**src/rtl/intr_arbiter_pkg.sv**
```systemverilog
// Shared types and constants for the interrupt arbiter.
// Optional ack timeout is enabled by defining INTR_ARBITER_TIMEOUT_EN.
package intr_arbiter_pkg;

   typedef enum logic [1:0] {
      ST_IDLE    = 2'd0,
      ST_ASSERT  = 2'd1,
      ST_SERVICE = 2'd2
   } arbState_t;

   localparam int BUSY_BIT    = 0;
   localparam int TIMEOUT_BIT = 1;

   // Index width for n sources; a single source still needs one bit.
   function automatic int idWidth(input int n);
      return (n > 1) ? $clog2(n) : 1;
   endfunction

endpackage

```
**src/rtl/intr_arbiter_prio_encoder.sv**
```systemverilog
// Fixed-priority encoder: reports the lowest set request index and a valid flag.
// Used by intr_arbiter in both builds (with or without INTR_ARBITER_TIMEOUT_EN).
module prio_encoder
   import intr_arbiter_pkg::*;
#(
   parameter int N    = 4,
   parameter int ID_W = idWidth(N)
) (
   input  logic [N-1:0]    req,
   output logic [ID_W-1:0] idx,
   output logic            valid
);

   // Scan high to low so the lowest set index is the last one written.
   always_comb begin
      idx   = '0;
      valid = 1'b0;
      for (int i = N - 1; i >= 0; i--) begin
         if (req[i]) begin
            idx   = ID_W'(i);
            valid = 1'b1;
         end
      end
   end

endmodule

```
**src/rtl/intr_arbiter.sv**
```systemverilog
// Fixed-priority interrupt arbiter with MASK, ID/EOI and STATUS registers.
// Define INTR_ARBITER_TIMEOUT_EN to drop an unacknowledged interrupt after ACK_TIMEOUT cycles.
//
// state      | meaning
// -----------+----------------------------------------------------------
// ST_IDLE    | no interrupt in flight; arbitrate on eff each cycle
// ST_ASSERT  | intr high, curId latched, waiting for intr_ack
// ST_SERVICE | CPU acknowledged; waiting for EOI write to ID register
module intr_arbiter
   import intr_arbiter_pkg::*;
#(
   parameter int              BITS        = 32,
   parameter int              NUM_SRC     = 4,
   parameter logic [BITS-1:0] MASK_BASE   = BITS'(32'hF000_0100),
   parameter logic [BITS-1:0] ID_BASE     = BITS'(32'hF000_0104),
   parameter logic [BITS-1:0] STAT_BASE   = BITS'(32'hF000_0108),
   parameter int              ACK_TIMEOUT = 16
) (
   input  logic               clk,
   input  logic               reset,
   input  logic               we,
   input  logic               re,
   input  logic [BITS-1:0]    memAddr,
   input  logic [BITS-1:0]    dataBusIn,
   output logic [BITS-1:0]    dataBusOut,
   input  logic [NUM_SRC-1:0] irq_in,
   output logic               intr,
   input  logic               intr_ack
);

   localparam int ID_W = idWidth(NUM_SRC);

   arbState_t          state;
   logic [NUM_SRC-1:0] mask;
   logic [ID_W-1:0]    curId;
   logic [NUM_SRC-1:0] eff;
   logic [ID_W-1:0]    winId;
   logic               winValid;
   logic               maskWr;
   logic               idWr;
   logic               statWr;
   logic               timeoutFlag;
   logic               timeoutHit;
   logic               unusedDataBits;

   assign maskWr = we && (memAddr == MASK_BASE);
   assign idWr   = we && (memAddr == ID_BASE);
   assign statWr = we && (memAddr == STAT_BASE);
   assign eff    = irq_in & mask;

   // Only the mask bits and the timeout-clear bit of the write data matter.
   assign unusedDataBits = ^dataBusIn;

   prio_encoder #(
      .N    (NUM_SRC),
      .ID_W (ID_W)
   ) uPrio (
      .req   (eff),
      .idx   (winId),
      .valid (winValid)
   );

`ifdef INTR_ARBITER_TIMEOUT_EN
   localparam int CNT_W = $clog2(ACK_TIMEOUT);

   logic [CNT_W-1:0] ackCnt;

   assign timeoutHit = (state == ST_ASSERT) && !intr_ack
                       && (ackCnt == CNT_W'(ACK_TIMEOUT - 1));

   always_ff @(posedge clk or negedge reset) begin
      if (!reset) begin
         ackCnt <= '0;
      end else if (state == ST_IDLE) begin
         ackCnt <= '0;
      end else if (state == ST_ASSERT && !intr_ack && !timeoutHit) begin
         ackCnt <= ackCnt + CNT_W'(1);
      end
   end

   // A new timeout wins over a same-cycle clear so the event is never lost.
   always_ff @(posedge clk or negedge reset) begin
      if (!reset) begin
         timeoutFlag <= 1'b0;
      end else if (timeoutHit) begin
         timeoutFlag <= 1'b1;
      end else if (statWr && !dataBusIn[TIMEOUT_BIT]) begin
         timeoutFlag <= 1'b0;
      end
   end
`else
   localparam int unusedAckTimeout = ACK_TIMEOUT;

   assign timeoutHit  = 1'b0;
   assign timeoutFlag = 1'b0;
`endif

   always_ff @(posedge clk or negedge reset) begin
      if (!reset) begin
         mask <= '0;
      end else if (maskWr) begin
         mask <= dataBusIn[NUM_SRC-1:0];
      end
   end

   always_ff @(posedge clk or negedge reset) begin
      if (!reset) begin
         state <= ST_IDLE;
         curId <= '0;
         intr  <= 1'b0;
      end else begin
         case (state)
            ST_IDLE: begin
               if (winValid) begin
                  curId <= winId;
                  state <= ST_ASSERT;
                  intr  <= 1'b1;
               end
            end
            ST_ASSERT: begin
               if (intr_ack) begin
                  state <= ST_SERVICE;
                  intr  <= 1'b0;
               end else if (timeoutHit) begin
                  state <= ST_IDLE;
                  intr  <= 1'b0;
               end
            end
            ST_SERVICE: begin
               if (idWr) begin
                  state <= ST_IDLE;
               end
            end
            default: begin
               state <= ST_IDLE;
               intr  <= 1'b0;
            end
         endcase
      end
   end

   always_comb begin
      dataBusOut = '0;
      if (re && !we) begin
         if (memAddr == MASK_BASE) begin
            dataBusOut = BITS'(mask);
         end else if (memAddr == ID_BASE) begin
            dataBusOut = (state == ST_IDLE) ? '1 : BITS'(curId);
         end else if (memAddr == STAT_BASE) begin
            dataBusOut[BUSY_BIT]    = (state != ST_IDLE);
            dataBusOut[TIMEOUT_BIT] = timeoutFlag;
         end
      end
   end

endmodule

```
**config.mk**
```make
export PLATFORM = sky130hd
export DESIGN_NAME = intr_arbiter
export DESIGN_NICKNAME = d
export VERILOG_FILES = /design/src/rtl/intr_arbiter_pkg.sv /design/src/rtl/intr_arbiter_prio_encoder.sv /design/src/rtl/intr_arbiter.sv
export SDC_FILE = /design/constraint.sdc
export NUM_CORES = 1
export LEC_CHECK = 0
export CORE_ASPECT_RATIO = 0.9
export CORE_MARGIN = 2
export CORE_UTILIZATION = 26
export CTS_BUF_LIST = sky130_fd_sc_hd__clkbuf_4 sky130_fd_sc_hd__clkbuf_8
export DETAILED_ROUTE_END_ITERATION = 6
export PLACE_DENSITY_LB_ADDON = 0.25
export SLEW_MARGIN = 20
export SYNTH_ARGS = -nofsm -noshare
export SYNTH_HDL_FRONTEND = slang
export SYNTH_SLANG_ARGS = --single-unit
```
**constraint.sdc**
```tcl
create_clock -name clk -period 4.6 [get_ports clk]
set_clock_uncertainty 0.05 [all_clocks]
set_input_delay 0.92 -clock clk [delete_from_list [all_inputs] [get_ports clk]]
set_output_delay 0.92 -clock clk [all_outputs]
set_load 0.005 [all_outputs]
```
==> impl_metrics.toml <==
[yosys]
netlist_top_cells_count = "28 x buf_4, 9 x dfrtp_1, 8 x nor2_1"
synthSimpleGateAreaFrac = 0.286
yosysWarnings = 0
synthesis.area_um2 = 823
synth-compound-area-share = 0.112
synthTopCellsByArea = "dfrtp_1 27%, buf_4 26%, mux2_2 6.8%"
synth_top_area_frac = 0.274
synth_xor_area_frac = 0
synth_edf_count = 0
avgSynthCellArea_um2 = 8.76
synthFlopType = "dfrtp_1"
synth_top_family_by_area = "simple AND/OR/NAND/NOR gates"
syn_nets = 167
synthAdderAreaFrac = 0
post_synth_num_cell_types = 27
ys_seq_area_frac = 0.274
synth_seq_cells = 9
synthMuxAreaShare = 0.0684
synth_most_common_cell = "buf_4"
synthCells = 94
synth_top_cell_by_area = "dfrtp_1"
synthArstFlopShare = 1.00

[layout]
regArea_um2 = 225
fin_area_um2 = 1470
fin_cells = 190
multi_input_area_um2 = 384
drive_above_1_share = 0.0743
areaGrowthSynthToFinish_pct = 79.0
finalNetCount = 222
fillers = 304
post-route-util = 0.484
antennaDiodeCount = 0

[route]
route.final.wire_length_mm = 2.23
drtIter0Drc = 13
route.detailed.drc = 0
post_drt_wl_per_cell_um = 11.7
drt_pre_antenna_iters = 4
drtAntennaViolNets = 0
via_per_inst = 4.43
num_vias = 842

[placed_design]
io_buffers = 77
routabilityCongestion = 0.750
postPlaceCellArea_um2 = 1440
dp_hpwl_mm = 1.94
place_inst = 186

[timing]
max_slew_margin = 0.721
min_period_over_period = 0.910
fmax_mhz = 239
rsz0062_at_grt = "no"
tns_ps = 0
worst_pin_slew_ps = 418
drv_slew = 0
setup_viol = 0
hold_viol_final = 0
period_needed_ps = 4190

[clock_network]
ctsHoldBuffers = 0
htree_levels = 1
post_cts_resize_count = 0
cts_buffer_depth = 2
clk_pin_slew_ps = 60
cts_root_buffer = "clkbuf_4"
cts_made_buffers = 3
post-cts-setup-buffers = 0
cts_tree = "done"
clock-sinks = 9
clock_latency_ps = 260

[die]
coreArea_um2 = 3040
ios = 106
fp.dieH_um = 57.4
die_area_um2 = 3630
die_w_um = 63.3
start_util = 0.271
rows = 19

[setup_path]
worstPathRequired_ps = 3630
reg2reg_depth = 4
timing.critical_path.to = "dataBusOut[8]"
start_kind = "input port"
cp_max_fo = 28
end_kind = "output pin"
worst-r2r-setup-slack_ps = 3240
arrival_ps = 3220
r2r-end = "curId[0]"
crit_path_start = "memAddr[11]"
critPathKind = "input port to output pin"
crit-reg2reg-launch = "mask[0]"

[outcome]
status = "complete, no violations"

[grt]
grt_use_total = 0.124
grt_max_degree = 29
antenna_found_initial = 0
grt_pass1_wl_mm = 3.67
overflow = 0
grt_pass1_vias = 829

[hold_path]
whs_path_depth = 1
hold_path.class = "flip-flop to flip-flop"

[power_and_ir_drop]
leakage_nw = 0.538
power_uw = 192
peakVddDrop_mv = 0.103
powerDensity_nw_per_um2 = 130

[flow_run]
drv_cap = 0
==> critical path: stages <==
cell and delay, ps:
clkdlybuf4s50_1 400, nor4b_1 320, nand4_1 310, nand4b_1 340, nor2_1 140, buf_4 250, clkdlybuf4s50_1 550
==> state kept, by name, indices dropped and copies added, names as in the netlist <==
signal,cells
curId,2
intr,1
mask,4
state,2
==> layer usage <==
layer  up-vias  wire length, um  global-route usage
li1        425                -                   -
met1       378              972               0.155
met2        39             1070               0.214
met3         0              188              0.0256
met4         0                0              0.0466
met5         -                0                   0
==> cells by family after synthesis <==
family / Yosys count
compound gates: 14
simple gates: 37
buf+inv: 29
flops: 9
mux: 5
==> cells in the final DEF (no fill, tap or decap), types with 2 or more instances in the layout <==
master / count
o22ai_1: 2
dfrtp_1: 9
nand2b_1: 3
nor3b_1: 2
a21oi_1: 5
mux2_2: 5
nand2_1: 5
nor3_1: 2
nor2_1: 8
nor4_1: 4
clkdlybuf4s50_1: 77
clkbuf_4: 4
nor4b_1: 4
nand4_1: 2
a22o_1: 2
==> power by group <==
| group | leakage, nW | switching (mW) | internal (mW) | total [mW] |
|---|---|---|---|---|
| Combinational | 0.404 | 0.0107 | 0.0360 | 0.0468 |
| Sequential | 0.115 | 0.000000000349 | 0.0791 | 0.0791 |
| Clock | 0.0184 | 0.0265 | 0.0393 | 0.0658 |
==> through the flow <==
stage / setup slack [ps] / hold slack, ps
after detailed placement: 388 / 465
final: 413 / 488
after CTS: 389 / 484
after global placement: 418 / 463
after global routing: 137 / 498
after floorplan: 702 / 432
==> layout make-up <==
cell class                      count  share of cell area
Timing Repair Buffer               78               0.528
Multi-Input combinational cell     56               0.261
Sequential cell                     9               0.153
Tap cell                           42              0.0357
Clock buffer                        4              0.0204
Inverter                            1             0.00255
==> worst min path at each step <==
stage	from	to
after floorplan	curId[0]	curId[0]
after global routing	curId[0]	curId[0]
after global placement	curId[0]	curId[0]
after CTS	state[1]	state[0]
after detailed placement	curId[1]	curId[1]
final	curId[0]	curId[0]
(Power assumes the default switching activity.)
==> variant: new RTL, config.mk and constraints unchanged <==
Re-encode `arbState_t` (3 states) as one-hot, 3 bits wide.
--- a/src/rtl/intr_arbiter_pkg.sv
+++ b/src/rtl/intr_arbiter_pkg.sv
@@ -2,10 +2,10 @@
 // Optional ack timeout is enabled by defining INTR_ARBITER_TIMEOUT_EN.
 package intr_arbiter_pkg;
 
-   typedef enum logic [1:0] {
-      ST_IDLE    = 2'd0,
-      ST_ASSERT  = 2'd1,
-      ST_SERVICE = 2'd2
+   typedef enum logic [2:0] {
+      ST_IDLE    = 3'b001,
+      ST_ASSERT  = 3'b010,
+      ST_SERVICE = 3'b100
    } arbState_t;
 
    localparam int BUSY_BIT    = 0;
Check against the original RTL: same outputs for any inputs over 10 cycles, from zero or initial values and one cycle with reset low; not proved beyond that.
==> variant against the original RTL <==
Largest power group is now clock; sequential cell count is 1 higher; routed wire length is 9.1% higher; final area is 8.2% higher; total power is 23% higher; worst setup slack better by 0.052 ns; synthesized area is 12% higher; count of clock-buffer cells in the layout stayed put.
==> variant: results <==
metrics = {
    "status": {
        "status": "finished, final reports clean",
    },
    "yosys": {
        "syn_inst": 100,
        "yosysWarnings": 0,
        "ys_seq_area_share_pct": 27.3,
        "yosys-top-cells-area": "dfrtp_1, buf_4, mux2_4, a21oi_1, nand2b_1",
        "synth_nets": 173,
        "synthArstFlopShare_pct": 100,
        "yosysUniqueCellTypes": 35,
        "synthTopCellsByCount": "buf_4, dfrtp_1, a21oi_1",
    },
    "placement": {
        "dp_hpwl_microns": 2110,
        "io_buffer_count": 77,
        "placed_area_sq_um": 1550,
        "gp_congestion": 0.701,
        "placed_cells": 194,
        "pre_cts_ws_ns": 0.442,
    },
    "detailed_routing": {
        "drt_iter0_drc": 16,
        "drt_first_pass_iters": 2,
        "via_per_inst": 4.66,
        "wl_per_cell_microns": 12.3,
        "dr_total_vias": 922,
    },
    "worst_setup_path": {
        "path_delay_family": "buffers and inverters",
        "worstPathArrival_ns": 3.16,
        "r2r_slack_ns": 2.99,
        "slowest_stage": "or4_4",
        "cp_max_fo": 28,
        "slowest_delay_ns": 0.56,
    },
    "power": {
        "p_leak_nw": 0.582,
        "vdd_drop_max_v": 0.000125,
    },
    "clocking": {
        "root_buffer": "clkbuf_8",
        "numCtsBuffers": 3,
        "postCtsSetupBuffers": 0,
        "htree_levels": 1,
        "clock_latency_ns": 0.23,
        "cts-resized-gates": 0,
        "clk_pin_slew_ns": 0.04,
        "clock_path_buffers": 2,
    },
    "global_routing": {
        "antenna_found_initial": 0,
        "grt_pass1_wl_microns": 3800,
        "grt_pass1_vias": 888,
        "grt_max_degree": 29,
        "grtUsageTotal_pct": 12.4,
    },
    "layout": {
        "top_regs": "mask: 4 flops, state: 3 flops, curId: 2 flops",
        "antenna_cells": 0,
        "drive_gt1_share_pct": 12.3,
        "nets": 228,
    },
    "timing": {
        "whs_ns": 0.446,
        "finalCritPeriodShare_pct": 89.9,
        "worstMarginPinSlew_ns": 0.471,
    },
    "hold_path": {
        "min_path_type": "reg -> reg",
    },
}
variant: cell count changes after synthesis, sizes merged, moves of 2 or more:
cell    change
o22ai       -2
nand2b      +3
nor2b       +2
nor2        -4
o21ai       +2
nor4b       -4
nor4        +2
a21oi       +3
variant: final timing paths:
path / start / end / cells after the start
hold / removal: state[2] / state[1] / 1
max in group asynchronous: reset / state[0] / 1
setup reg to reg: state[0] / curId[0] / 4
setup / recovery: memAddr[23] / dataBusOut[13] / 7
hold reg to reg: state[2] / state[1] / 1
min in group asynchronous: reset / mask[1] / 1
variant: cell type report:
class,instances,area [sq um]
Fill cell,319,1780
Timing Repair Buffer,78,778
Multi-Input combinational cell,61,458
Sequential cell,10,251
Tap cell,44,55.1
Clock buffer,4,48.8
Inverter,1,3.75
variant: power breakdown:
group	switching, mW	leakage, nW	total, mW	internal, mW
Sequential	0.000502	0.136	0.0893	0.0888
Clock	0.0291	0.0262	0.0952	0.0661
Combinational	0.0137	0.420	0.0508	0.0372
variant: per-layer routing:
metal | GRT usage (%) | vias up | part of all wire [%]
met5 | 0 | - | 0
met4 | 1.75 | 0 | 0
met3 | 2.78 | 0 | 9.0
met2 | 27.1 | 54 | 56
met1 | 11.9 | 420 | 35
li1 | - | 448 | -
variant: cell families (layout without fill, tap and decap cells):
family	count (synthesis)	after routing	share of synthesized area [%]
DFF	10	10	27.3
buffers and inverters	29	83	22.9
muxes	6	6	8.98
AOI/OAI and AO/OA	19	19	13.7
and+or+nand+nor	36	36	27.1
